[config.mk]
export PLATFORM = sky130hd
export DESIGN_NAME = bcd_counter_chain
export DESIGN_NICKNAME = d
export VERILOG_FILES = /design/src/rtl/bcd_pkg.sv /design/src/rtl/bcd_digit.sv /design/src/rtl/bcd_counter_chain.sv
export SDC_FILE = /design/constraint.sdc
export NUM_CORES = 1
export LEC_CHECK = 0
export ABC_CLOCK_PERIOD_IN_PS = 4000
export CORE_MARGIN = 2
export CORE_UTILIZATION = 55
export DETAILED_ROUTE_END_ITERATION = 12
export HOLD_SLACK_MARGIN = 0.12
export PLACE_DENSITY = 0.86
export REMOVE_ABC_BUFFERS = 1
export SLEW_MARGIN = 20
export SYNTH_ARGS = -nofsm -noshare
export SYNTH_HDL_FRONTEND = slang
export SYNTH_HIERARCHICAL = 1
export SYNTH_SLANG_ARGS = --single-unit
[constraint.sdc]
create_clock -name c -period 4 [get_ports c]
set_input_delay 0.8 -clock c [delete_from_list [all_inputs] [get_ports c]]
set_output_delay 0.8 -clock c [all_outputs]
set_load 0.02 [all_outputs]
[src/rtl/bcd_pkg.sv]
//------------------------------------------------------------------------------
// Module   : bcd_pkg
// Purpose  : Shared digit constants and nibble validation for the BCD counter.
// Revision : 1.0 - initial release
//------------------------------------------------------------------------------
`default_nettype none

package bcd_pkg;

    localparam int             DIGIT_W   = 4;
    localparam logic [DIGIT_W-1:0] DIGIT_MAX = 4'd9;
    localparam logic [DIGIT_W-1:0] DIGIT_MIN = 4'd0;

    // Returns 1 when the nibble is a legal decimal digit.
    function automatic logic nibble_valid(input logic [DIGIT_W-1:0] n);
        return (n <= DIGIT_MAX);
    endfunction

endpackage

`default_nettype wire

[src/rtl/bcd_digit.sv]
//------------------------------------------------------------------------------
// Module   : bcd_digit
// Purpose  : Single decade up/down stage with preset, load and carry chaining.
// Revision : 1.0 - initial release
//------------------------------------------------------------------------------
`default_nettype none

module bcd_digit
    import bcd_pkg::*;
(
    input  logic               c,
    input  logic               r,
    input  logic               p,
    input  logic               ld,
    input  logic [DIGIT_W-1:0] d,
    input  logic               ci,
    input  logic               dn,
    output logic [DIGIT_W-1:0] q,
    output logic               co
);

    logic [DIGIT_W-1:0] r_q;

    always_ff @(posedge c or posedge r) begin
        if (r) begin
            r_q <= DIGIT_MIN;
        end else if (p) begin
            r_q <= DIGIT_MAX;
        end else if (ld) begin
            r_q <= d;
        end else if (ci) begin
            if (dn)
                r_q <= (r_q == DIGIT_MIN) ? DIGIT_MAX : r_q - 4'd1;
            else
                r_q <= (r_q == DIGIT_MAX) ? DIGIT_MIN : r_q + 4'd1;
        end
    end

    assign q  = r_q;
    assign co = ci & (dn ? (r_q == DIGIT_MIN) : (r_q == DIGIT_MAX));

endmodule

`default_nettype wire

[src/rtl/bcd_counter_chain.sv]
//------------------------------------------------------------------------------
// Module   : bcd_counter_chain
// Purpose  : Multi-digit cascadable BCD up/down counter with sticky wrap flag.
// Revision : 1.0 - initial release
//------------------------------------------------------------------------------
`default_nettype none

module bcd_counter_chain
    import bcd_pkg::*;
#(
    parameter int DIGITS = 4
) (
    input  logic                   c,
    input  logic                   r,
    input  logic                   p,
    input  logic                   ld,
    input  logic [4*DIGITS-1:0]    d,
    input  logic                   en,
    input  logic                   dn,
    output logic [4*DIGITS-1:0]    q,
    output logic                   tc,
    output logic                   ovf,
    output logic                   bad_ld
);

    logic [DIGITS:0]       w_carry;
    logic [4*DIGITS-1:0]   w_ld_d;
    logic [DIGITS-1:0]     w_nib_bad;
    logic                  w_any_bad;
    logic                  r_ovf;
    logic                  r_bad_ld;

    assign w_carry[0] = en;

    generate
        for (genvar k = 0; k < DIGITS; k++) begin : g_digit
            // Illegal nibbles are replaced by zero so q stays BCD.
            assign w_nib_bad[k] = ~nibble_valid(d[4*k +: DIGIT_W]);
            assign w_ld_d[4*k +: DIGIT_W] = w_nib_bad[k] ? DIGIT_MIN : d[4*k +: DIGIT_W];

            bcd_digit u_digit (
                .c  (c),
                .r  (r),
                .p  (p),
                .ld (ld),
                .d  (w_ld_d[4*k +: DIGIT_W]),
                .ci (w_carry[k]),
                .dn (dn),
                .q  (q[4*k +: DIGIT_W]),
                .co (w_carry[k+1])
            );
        end
    endgenerate

    assign w_any_bad = |w_nib_bad;
    assign tc        = w_carry[DIGITS];

    always_ff @(posedge c or posedge r) begin
        if (r) begin
            r_ovf    <= 1'b0;
            r_bad_ld <= 1'b0;
        end else if (p) begin
            r_ovf    <= 1'b0;
            r_bad_ld <= 1'b0;
        end else if (ld) begin
            r_ovf    <= 1'b0;
            r_bad_ld <= w_any_bad;
        end else begin
            // The last carry out is high exactly when the whole chain wraps.
            if (w_carry[DIGITS])
                r_ovf <= 1'b1;
            r_bad_ld <= 1'b0;
        end
    end

    assign ovf    = r_ovf;
    assign bad_ld = r_bad_ld;

endmodule

`default_nettype wire

==> results of run 1 <==
## layout by cell type (no fill, tap or decap), drive strengths merged
cell type,instances
clkdlybuf4s50,40
nor2,25
inv,21
a21oi,20
dfrtp,18
nor3,13
nor2b,13
ha,12
nand2b,9
and2,8
a211oi,8
nand3b,8
o21ai,8
buf,7
nor3b,4
nand3,4
nand4,4
o2111ai,4
a31oi,4
a2111o,4
nand2,4
a32o,4
mux2,4
a311oi,4
xor2,4
mux2i,4
clkbuf,3
and2b,3
a41oi,1
## per-layer routing
| metal | vias up | track usage | routed length, µm |
|---|---|---|---|
| met4 | 0 | 0.103 | 94 |
| li1 | 888 | - | - |
| met1 | 847 | 0.314 | 1950 |
| met5 | - | 0 | 0 |
| met2 | 66 | 0.397 | 2030 |
| met3 | 10 | 0.0362 | 266 |
## worst max-delay path: cells and delay by family
kind / cells / cell delay, ps
compound gates: 1 / 180
simple gates: 4 / 620
buf+inv: 3 / 1380
## cell families after synthesis
family / Yosys count / share of synthesized area
compound gates: 57 / 0.228
xor+xnor: 4 / 0.0187
fa+ha+maj: 12 / 0.0802
buf+inv: 33 / 0.101
flops: 18 / 0.241
mux: 8 / 0.0535
simple gates: 95 / 0.278
## where the power goes
| group | switching [µW] | internal [µW] | total, µW |
|---|---|---|---|
| sequential | 23.2 | 194 | 217 |
| clock | 57.1 | 35.1 | 92.2 |
| combinational | 104 | 100 | 204 |
| total | 184 | 329 | 513 |
## state kept, by name, summed over array words and instances, names as in the netlist
name	cells
bad_ld	1
g_digit.u_digit/q	16
ovf	1
## per-stage QoR
stage	std cells	hold slack [ps]	power, µW
after floorplan	215	541	329
after global placement	308	581	418
after detailed placement	308	574	423
after CTS	311	588	516
after global routing	311	639	549
final	311	585	513
## cell type report
cell class                      count  share of cell area
Multi-Input combinational cell    176               0.534
Timing Repair Buffer               47               0.202
Tap cell                           46              0.0249
Inverter                           21              0.0342
Sequential cell                    18               0.195
Clock buffer                        3             0.00976
## worst max path at each step
stage / start / end / slack [ps]
after floorplan: dn / tc / 1010
after global placement: dn / tc / 230
after detailed placement: dn / tc / 250
after CTS: dn / tc / 220
after global routing: dn / tc / 60
final: dn / tc / 220
==> impl_results.md, run 1 <==
* Req. time, crit path at 3200 ps
* Post-synthesis async set-or-reset flop share at 1.00
* Relative area change from synthesis to final layout at 23.3%
* Clock tree root driver cell: clkbuf_4
* Post-detailed-routing wire length at 4.34 mm
* Type of the worst setup path: in -> out
* Total CTS buffers at 3
* GRT Residual Overflow at 0
* Share of the clock period used by the worst path after layout at 0.945
* Area of all sequential standard cells at 450 µm²
* Layout cell share with drive strength beyond 1 at 0.0906
* Clock tree from TritonCTS: built
* Final critical-path required period at about 3800 ps
* Worst EP arrival at 2980 ps
* Worst skew pair latency at 300 ps
* Via count of the first global-routing pass at around 1.7k
* Number of enable flip-flop cells after synthesis at 0
* Hold Path Stages at 2
* Area occupied by multi-input gates at between 1000 and 1500 µm²
* Final core utilization at 0.697
* Antenna violation net count after detailed routing at 0
* Yosys synthesis warning count at 6
* Die Y-Extent at 62.3 µm
* Via density per instance at between 5 and 6
* Placeable Area at ~3300 µm²
* Site row count at 21
* Final setup violation count at 0
* Post-place instance area at 2280 µm²
* Hold EP: ovf
* Synth Instances at 227
* Pre-CTS WS at 246 ps
* Number of antenna cells inserted at 0
* First-pass GRT wire length at 7.60 mm
* Global routing usage summed across all routing layers at 0.240
* 1st-pass router iterations at 4
* Peak fanout along the critical path at 31
* Die Width at 62.3 µm
* Cell taking the most area after synthesis: dfrtp_1
* Final Slew Violations at 0
* Maximum number of pins on one net before global-route repair at 32
* Crit path largest cell delay at 620 ps
* Final hold vios at 0
* Buffers on Ports at 40
* Number of cells traversed by the worst register-to-register path at 11
* Clk buf depth at 2
* RSZ-0062 raised after global routing: false
* Most common cell in the synthesized netlist: nor2_1
* Die Footprint at slightly below 4000 µm²
* Top cells by instance count after synthesis: nor2_1 (25), inv_1 (21), dfrtp_1 (18)
* H-tree levels at 1
* Sequential cell area fraction in the yosys report at 0.241
* Hold path start: ovf
* I/O pin total at 41
* Total Neg Setup Slack at 0 ps
* Power per unit of standard cell area at 222 nW/µm²
* Final design area excluding fillers at 2310 µm²
* Cell-by-cell listing of the critical path: clkdlybuf4s50_1 -> buf_12 -> nand3b_1 -> a21oi_1 -> and2_1 -> and2_1 -> and2_1 -> clkdlybuf4s50_1
* Category of the worst setup path launch point: input pin
* Crit-path slowest cell: clkdlybuf4s50_1
* Top cells by area in the synthesized netlist: dfrtp_1 (24%), ha_1 (8.0%), nor2_1 (5.0%)
* Final-stage net count at approximately 300
* Number of max-cap violations at 0
* Vias after detailed routing at approximately 1.8k
* Number of antenna violations at the first check in global routing at 0
* Initial Utilization at 0.565
* FMAX at ~0.26 GHz
* Drc violations at 0
* FF-to-FF setup slack at 1650 ps
* Outcome: completed
* Slew at the pin closest to its max-slew limit at about 870 ps
* Number of register bits inferred by synthesis at 18
* Gpl congestion at 0.920
* Kind of end point of the critical path: primary output
* Worst setup skew after layout at 15.8 ps
* Post-DR wirelength/cell at between 10 and 15 µm
* Average cell area after synthesis at 8.25 µm²
* HPWL after detailed placement at roughly 3.3 mm
* Setup slack of the critical path after layout at 221 ps
* Violation count after the first detailed-route iteration at around 130
* Type of the worst min-delay path: reg -> reg
* Share of the synthesized area in the top cell type at 0.241
* Synthesized cell area at 1870 µm²
* Register clock-pin slew on the reported worst setup and hold paths at 90 ps
* Leak at 0.000937 µW
* Prevailing post-synth register cell: dfrtp_1
* Fill cell instance count of the final layout at 299
* Max_slew headroom at 0.418
* Count of distinct cell types in the synthesized netlist at 31
* Endpoint of the lowest-slack register-to-register path: g_digit[3].u_digit/q[1]
* Setup bufs post-CTS at 0
* CTS Hold Bufs at 0
* Start of the worst register-to-register path: g_digit[0].u_digit/q[1]
* Largest vdd supply drop at 0.147 mV
* Number of clock sinks seen by CTS at 18
* PostCTS Resize Cnt at 0
* Most repeated library cell on the critical path: and2_1
No activity file was read; power rests on OpenSTA's default activity.
==> inputs of run 2 (changes only) <==
- CTS_CLUSTER_DIAMETER: not set -> 50
==> results of run 2 <==
No change in the layout: final DEF, timing and power equal those of run 1.
